### config.mk
export PLATFORM = sky130hd
export DESIGN_NAME = pipe_ctrl
export DESIGN_NICKNAME = d
export VERILOG_FILES = /design/src/rtl/pipe_ctrl.sv
export SDC_FILE = /design/constraint.sdc
export NUM_CORES = 1
export LEC_CHECK = 0
export ABC_AREA = 1
export CELL_PAD_IN_SITES_DETAIL_PLACEMENT = 2
export CELL_PAD_IN_SITES_GLOBAL_PLACEMENT = 2
export CORE_ASPECT_RATIO = 1.2
export CORE_MARGIN = 4
export CORE_UTILIZATION = 28
export CTS_CLUSTER_DIAMETER = 50
export DETAILED_ROUTE_END_ITERATION = 12
export HOLD_SLACK_MARGIN = 0.12
export PLACE_DENSITY = 0.85
export SLEW_MARGIN = 10
export SYNTH_ARGS = -nofsm -noshare
export SYNTH_HDL_FRONTEND = slang
export SYNTH_SLANG_ARGS = --single-unit
### constraint.sdc
create_clock -name clk_i -period 2.5 [get_ports clk_i]
set_input_delay 0.5 -clock clk_i [delete_from_list [all_inputs] [get_ports clk_i]]
set_output_delay 0.5 -clock clk_i [all_outputs]
set_load 0.02 [all_outputs]
### src/rtl/pipe_ctrl.sv
// Y86-64 pipeline control: per-stage stall/bubble strobes, run state, status and counters.
// Optional single-step support is built when PIPE_CTRL_STEP_EN is defined.
module pipe_ctrl #(
   parameter int CNT_W = 32
) (
   input  logic             clk_i,
   input  logic             rst_n_i,
   input  logic [3:0]       D_icode_i,
   input  logic [3:0]       d_srcA_i,
   input  logic [3:0]       d_srcB_i,
   input  logic [3:0]       E_icode_i,
   input  logic [3:0]       E_dstM_i,
   input  logic             e_Cnd_i,
   input  logic [3:0]       M_icode_i,
   input  logic [2:0]       m_stat_i,
   input  logic [2:0]       W_stat_i,
   input  logic             dmem_ready_i,
`ifdef PIPE_CTRL_STEP_EN
   input  logic             step_i,
   output logic             step_busy_o,
`endif
   output logic             F_stall_o,
   output logic             D_stall_o,
   output logic             D_bubble_o,
   output logic             E_stall_o,
   output logic             E_bubble_o,
   output logic             M_stall_o,
   output logic             M_bubble_o,
   output logic             W_stall_o,
   output logic             W_bubble_o,
   output logic             set_cc_o,
   output logic             halted_o,
   output logic [2:0]       cpu_stat_o,
   output logic [CNT_W-1:0] cycle_cnt_o,
   output logic [CNT_W-1:0] retire_cnt_o
);

   localparam logic [3:0] I_RMMOVQ = 4'h4;
   localparam logic [3:0] I_MRMOVQ = 4'h5;
   localparam logic [3:0] I_OPQ    = 4'h6;
   localparam logic [3:0] I_JXX    = 4'h7;
   localparam logic [3:0] I_CALL   = 4'h8;
   localparam logic [3:0] I_RET    = 4'h9;
   localparam logic [3:0] I_PUSHQ  = 4'hA;
   localparam logic [3:0] I_POPQ   = 4'hB;
   localparam logic [3:0] R_NONE   = 4'hF;
   localparam logic [2:0] S_AOK    = 3'd1;

   typedef enum logic [1:0] {
      ST_FLUSH = 2'd0,
      ST_RUN   = 2'd1,
      ST_HALT  = 2'd2
   } state_t;

   state_t state, state_nxt;

   logic load_use, ret_pend, mispred, mem_acc, mem_wait, exc_m, exc_w;
   logic run_active;

   assign load_use = (E_icode_i inside {I_MRMOVQ, I_POPQ}) && (E_dstM_i != R_NONE) &&
                     ((E_dstM_i == d_srcA_i) || (E_dstM_i == d_srcB_i));
   assign ret_pend = (D_icode_i == I_RET) || (E_icode_i == I_RET) || (M_icode_i == I_RET);
   assign mispred  = (E_icode_i == I_JXX) && !e_Cnd_i;
   assign mem_acc  = M_icode_i inside {I_RMMOVQ, I_MRMOVQ, I_CALL, I_RET, I_PUSHQ, I_POPQ};
   assign mem_wait = mem_acc && !dmem_ready_i;
   assign exc_m    = m_stat_i inside {3'd2, 3'd3, 3'd4};
   assign exc_w    = W_stat_i inside {3'd2, 3'd3, 3'd4};

`ifdef PIPE_CTRL_STEP_EN
   // A step edge releases one cycle; a release that hits mem_wait is held until memory is ready.
   logic step_q, hold_q;

   assign run_active  = (step_i && !step_q) || hold_q;
   assign step_busy_o = (state == ST_RUN) && run_active;

   always_ff @(posedge clk_i or negedge rst_n_i) begin
      if (!rst_n_i) begin
         step_q <= 1'b0;
         hold_q <= 1'b0;
      end else begin
         step_q <= step_i;
         hold_q <= (state == ST_RUN) && run_active && mem_wait;
      end
   end
`else
   assign run_active = 1'b1;
`endif

   always_ff @(posedge clk_i or negedge rst_n_i) begin
      if (!rst_n_i) state <= ST_FLUSH;
      else          state <= state_nxt;
   end

   always_comb begin
      state_nxt  = state;
      F_stall_o  = 1'b0;
      D_stall_o  = 1'b0;
      D_bubble_o = 1'b0;
      E_stall_o  = 1'b0;
      E_bubble_o = 1'b0;
      M_stall_o  = 1'b0;
      M_bubble_o = 1'b0;
      W_stall_o  = 1'b0;
      W_bubble_o = 1'b0;
      set_cc_o   = 1'b0;
      unique case (state)
         ST_FLUSH: begin
            state_nxt  = ST_RUN;
            D_bubble_o = 1'b1;
            E_bubble_o = 1'b1;
            M_bubble_o = 1'b1;
            W_bubble_o = 1'b1;
         end
         ST_RUN: begin
            if (!run_active) begin
               F_stall_o = 1'b1;
               D_stall_o = 1'b1;
               E_stall_o = 1'b1;
               M_stall_o = 1'b1;
               W_stall_o = 1'b1;
            end else begin
               if (exc_w) state_nxt = ST_HALT;
               if (mem_wait) begin
                  F_stall_o  = 1'b1;
                  D_stall_o  = 1'b1;
                  E_stall_o  = 1'b1;
                  M_stall_o  = 1'b1;
                  W_bubble_o = 1'b1;
               end else begin
                  // Stall beats bubble on D: a load-use hold must not discard the waiting instruction.
                  F_stall_o  = load_use || ret_pend;
                  D_stall_o  = load_use;
                  D_bubble_o = mispred || (ret_pend && !load_use);
                  E_bubble_o = mispred || load_use;
                  M_bubble_o = exc_m || exc_w;
                  W_stall_o  = exc_w;
                  set_cc_o   = (E_icode_i == I_OPQ) && !exc_m && !exc_w;
               end
            end
         end
         ST_HALT: begin
            F_stall_o = 1'b1;
            D_stall_o = 1'b1;
            E_stall_o = 1'b1;
            M_stall_o = 1'b1;
            W_stall_o = 1'b1;
         end
         default: state_nxt = ST_FLUSH;
      endcase
   end

   assign halted_o = (state == ST_HALT);

   always_ff @(posedge clk_i or negedge rst_n_i) begin
      if (!rst_n_i) begin
         cpu_stat_o   <= S_AOK;
         cycle_cnt_o  <= '0;
         retire_cnt_o <= '0;
      end else if ((state == ST_RUN) && run_active) begin
         cycle_cnt_o <= cycle_cnt_o + CNT_W'(1);
         if ((W_stat_i == S_AOK) && !W_stall_o)
            retire_cnt_o <= retire_cnt_o + CNT_W'(1);
         if (exc_w)
            cpu_stat_o <= W_stat_i;
      end
   end

endmodule

---- Yosys cells after proc, flatten, opt, wreduce, memory -nomap -nowiden ----
Cells that the tools add are included.
storage, ports and cells
  register bits ........................... 69
  output and inout port bits .............. 78
  word-level logic and storage cells ...... 80
operators by class
  add/sub/neg operators ................... 2
  equal/unequal tests ..................... 25
  mux-type cells .......................... 19
  bitwise operators ....................... 1
  reductions and logical operators ........ 29
operators with widths
  operator                                                                count
  32-bit by 1-bit adder with 32-bit output (second input constant)        2
  4-bit equality test (second input constant)                             7
  4-bit by 3-bit equality test with 1-bit output (second input constant)  5
  1-bit case mux with 2 select lines                                      8
  3-bit by 2-bit equality test with 1-bit output (second input constant)  4
  1-bit two-way mux                                                       9
  4-bit equality test                                                     2
  1-bit logical AND                                                       8
  1-bit logical OR                                                        7
  3-bit equality test (second input constant)                             2
  1-bit logical NOT                                                       6
  2-bit case mux with 3 select lines                                      1
  2-bit AND reduction                                                     3
  3-bit nonzero test                                                      2
  6-bit nonzero test                                                      1
  4-bit inequality test (second input constant)                           1
  3-bit by 1-bit equality test with 1-bit output (second input constant)  1
  2-bit by 1-bit equality test with 1-bit output (second input constant)  1
  2-bit equality test (second input constant)                             1
  2-bit logical NOT                                                       1
  2-bit two-way mux                                                       1
  2-bit inequality test (second input constant)                           1
  2-bit nonzero test                                                      1
  1-bit NOT                                                               1

---- Logic depth before layout (Yosys ltp) ----
  depth in word-level cells ............... 9
  mapped depth ............................ 11

---- Worst setup path after synthesis ----
OpenSTA, ideal clock, no wires.
  path type ............................... register to output
  start ................................... register state[1]
  end ..................................... output M_stall_o
  arrival time ............................ 1.592 ns
  data required time ...................... 2.000 ns
  slack ................................... 0.408 ns
  cell stages (with the launch flop) ...... 9
  cells stage by stage .................... dfrtp_1 -> inv_1 -> ha_1 -> inv_2 -> buf_2 -> nor2_1 -> o21ai_0 -> inv_1 -> buf_4
on the way
  longest elaborated chain between the ends .. 2
RTL lines
  element                                                                                       RTL line  text
  start, declared                                                                               55        state_t state, state_nxt;
  start signal, assigned                                                                        91        else state <= state_nxt;
  2-bit equality test / 2-bit by 1-bit equality test with 1-bit output (equally long branches)  n/a
  1-bit case mux with 2 select lines *                                                          n/a
  end, declared                                                                                 27        output logic M_stall_o,
Mark *: on every way between the ends. The rest lies on a longest branch, timed or not.

---- Final worst setup path ----
  start ................................... input E_icode_i[2]
  end ..................................... output F_stall_o
on the way
  longest elaborated chain between the ends .. 7
RTL lines
  element                                                                                       RTL line  text
  start, declared                                                                               11        input logic [3:0] E_icode_i,
  4-bit by 3-bit equality test with 1-bit output / 4-bit equality test (equally long branches)  60        assign load_use = (E_icode_i inside {I_MRMOVQ, I_POPQ}) && (E_dstM_i != R_NONE) &&
  2-bit nonzero test                                                                            60
  1-bit logical AND (2 in a row)                                                                60
  1-bit logical OR *                                                                            131       F_stall_o = load_use || ret_pend;
  1-bit two-way mux *                                                                           123       if (mem_wait) begin
  1-bit case mux with 2 select lines *                                                          106       unique case (state)
  end, declared                                                                                 22        output logic F_stall_o,
Marks and branches as above.

==> impl_metrics.toml <==
[global_route]
antenna_found_initial = 0
track_usage_pct = 19.4
grt.overflow.total = 0
grt_pass1_vias = 5788
grt_max_degree = 42
grt_pass1_wl_um = 30400

[floorplan]
core_um2 = 17000
dieArea_um2 = 19600
initial_core_util_pct = 28.7
rows = 52
ios = 112
fp.dieH_um = 152
fp.dieW_um = 128

[power_and_ir_drop]
power_frac_clock_pct = 30.7
power_frac_seq_pct = 34.5
vdd_ir_drop_max_mv = 0.421
p_leak_nw = 3.00
p_sw_mw = 1.57
internal-power_mw = 2.47
comb_power_share_pct = 34.8
design_power_total_mw = 4.04
swShare_pct = 38.9
p_per_area_nw_per_um2 = 616

[worst_setup_path]
crit_required_ns = 2.00
arrival_ns = 1.92
cp_max_fo = 4
path_class = "in -> out"
cp-end-kind = "output port"
startpoint_type = "input port"

[logic_synthesis]
ys_ff_latch = 69
yosysTopAreaCellShare_pct = 34.9
syn_inst = 692
netlist_area_um2 = 4870
synth.largest_area_cell = "dfrtp_1"
yosysSeqAreaShare_pct = 35.5
netlist_top_cells_area = "dfrtp_1 (35%), nand2_1 (17%), nand2_2 (8.9%)"
yosys_warnings = 0
syn_area_per_cell_um2 = 7.04
synth_fp_nets = 731
ys_types = 30

[layout]
drive_gt1_share_pct = 17.8
post-route-util_pct = 38.6
diodes = 0
finish.instance_area_um2 = 6560
syn_to_final_growth_pct = 34.7
nets = 859

[routing]
vias = 5058
ant_nets = 0
vias_per_cell = 4.86
firstDrtPassIters = 4
drc_errors = 0
finalWirelength_um = 18300
wl_per_cell_um = 17.6
drt-initial-drc-count = 137

[worst_hold_path]
min-delay-path-class = "in -> async"

[clock_tree]
tritoncts = "done"
cts-root-buf = "clkbuf_16"
post_cts_buffers = 0
h-tree-depth = 3
clk_pin_slew_ns = 0.06
clk_latency_ns = 0.34
cts.sinks = 69
cts_max_path_buffers = 2
cts_made_buffers = 9

[sta]
fin_ws_ns = 0.0755
worst_slew_pin_slew_ns = 0.676
timing.hold.ws_ns = 0.507
setup_viol = 0
min_period_ns = 2.42
rsz0062_at_grt = "yes"
fin_skew_ns = 0.00665
min_period_over_period_pct = 97.0
max_freq_ghz = 0.412
max_slew_margin_pct = 54.5
finalMaxSlewViolations = 0
finalHoldViolCount = 0

[outcome]
status = "finished clean"

[placement]
pre_cts_ws_ns = -0.500
hpwl_um = 14100
gp_congestion = 0.856
placed_cell_area_um2 = 6290
numPortBuffers = 111

[run]
cap_violations = 0
[critical path, cell delays in order]
cell             delay, ns
clkdlybuf4s50_1       0.48
inv_1                 0.07
nor2_2                0.13
nand3_2               0.10
a21oi_2               0.16
nand2_2               0.09
o211ai_1              0.21
buf_4                 0.19
[placed cells by master (no fill, tap or decap), types with 2 or more instances in the layout]
cell type,instances
clkdlybuf4s50_1,95
xnor2_1,8
buf_12,2
nand4_1,11
nor2_4,6
nand3_1,49
buf_4,17
nand3b_1,20
nor3_1,9
nor3_4,2
ha_1,5
buf_2,9
inv_1,64
nand3_2,4
nand2_1,219
o211ai_1,2
inv_2,6
o21a_1,2
nor2_1,77
clkinv_2,3
clkbuf_16,9
dfrtp_1,68
nor4_1,3
dlygate4sd2_1,3
xor2_1,29
o21ai_0,8
dlymetal6s2s_1,2
nor2_2,10
nand2_4,2
nand2_2,71
clkbuf_8,2
[flip-flops by register name (all words and copies together), names as in the netlist]
| name | flops |
|---|---|
| state | 2 |
| cpu_stat_o | 3 |
| retire_cnt_o | 32 |
| cycle_cnt_o | 32 |
[Yosys cell counts]
| master | n |
|---|---|
| dfrtp_1 | 68 |
| clkbuf_1 | 1 |
| nand3_1 | 50 |
| o21a_1 | 2 |
| inv_2 | 6 |
| nand4_1 | 11 |
| nor3_4 | 2 |
| nand2_1 | 221 |
| dfstp_2 | 1 |
| nor2_2 | 8 |
| xor2_1 | 29 |
| buf_12 | 3 |
| buf_4 | 1 |
| inv_1 | 64 |
| o211ai_1 | 2 |
| nor2_1 | 79 |
| a211oi_1 | 1 |
| nor2_4 | 6 |
| o21ai_0 | 9 |
| nor3_1 | 9 |
| nand3b_1 | 20 |
| nand2_2 | 69 |
| nand3_2 | 3 |
| buf_2 | 7 |
| nand2_4 | 2 |
| xnor2_1 | 8 |
| ha_1 | 5 |
| nor4_1 | 3 |
| or2_1 | 1 |
| a21oi_1 | 1 |
[routing by layer]
| layer | vias to the layer above | share of wire, % | track usage, % |
|---|---|---|---|
| li1 | 2409 | - | - |
| met1 | 2516 | 39 | 21.3 |
| met2 | 97 | 55 | 36.8 |
| met3 | 36 | 3.2 | 3.68 |
| met4 | 0 | 2.2 | 6.02 |
| met5 | - | 0 | 0 |
[timing repair]
action                                 in CTS  in global routing
endpoints found under the hold margin       3                  0
pin swaps                                   0                  1
resized for setup                          47                 11
setup endpoints to repair                  10                  7
hold buffers                                1                  0
[per-stage QoR]
| step | instances | setup TNS, ns |
|---|---|---|
| 2_1_floorplan | 692 | 0 |
| 3_3_place_gp | 1024 | -4.23 |
| 3_5_place_dp | 1024 | -7.20 |
| 4_1_cts | 1041 | 0 |
| 5_1_grt | 1041 | -0.0762 |
| 6_report | 1041 | 0 |
[worst paths after layout]
check | endpoint | slack [ns] | cells past startpoint | startpoint
worst max-delay path | F_stall_o | 0.08 | 8 | E_icode_i[2]
worst min-delay path | retire_cnt_o[6] | 0.51 | 2 | rst_n_i
worst max register to register | cycle_cnt_o[25] | 0.46 | 9 | state[1]
worst min register to register | cycle_cnt_o[30] | 0.52 | 2 | cycle_cnt_o[30]
max in group asynchronous | cycle_cnt_o[20] | 1.41 | 3 | rst_n_i
min in group clk_i | cycle_cnt_o[30] | 0.52 | 2 | cycle_cnt_o[30]
[power by group through the flow]
stage	registers (mW)	clock network, mW	logic (mW)
after detailed placement	1.41	0	1.49
after floorplan	1.48	0	0.706
after global placement	1.41	0	1.42
after CTS	1.40	1.28	1.44
final	1.39	1.24	1.41
after global routing	1.42	1.33	1.54
[cell families (layout without fill, tap and decap cells)]
group	Yosys count	in the layout	synth area share, %
and+or+nand+nor	484	484	47.2
buffers and inverters	82	215	7.58
DFF	69	69	35.5
xor gates and xnor gates	37	37	6.65
AOI/OAI and AO/OA	15	15	1.80
adders and majority gates	5	5	1.28
[area by class of cell]
class                      count  area [um^2]
fill                        1977        10400
tap                          216          270
clock inverter                 4         22.5
sequential                    69         1730
timing repair buffer         129         1220
clock buffer                  12          256
inverter                      70          263
multi-input combinational    541         2800
No activity file was read; power rests on OpenSTA's default activity.
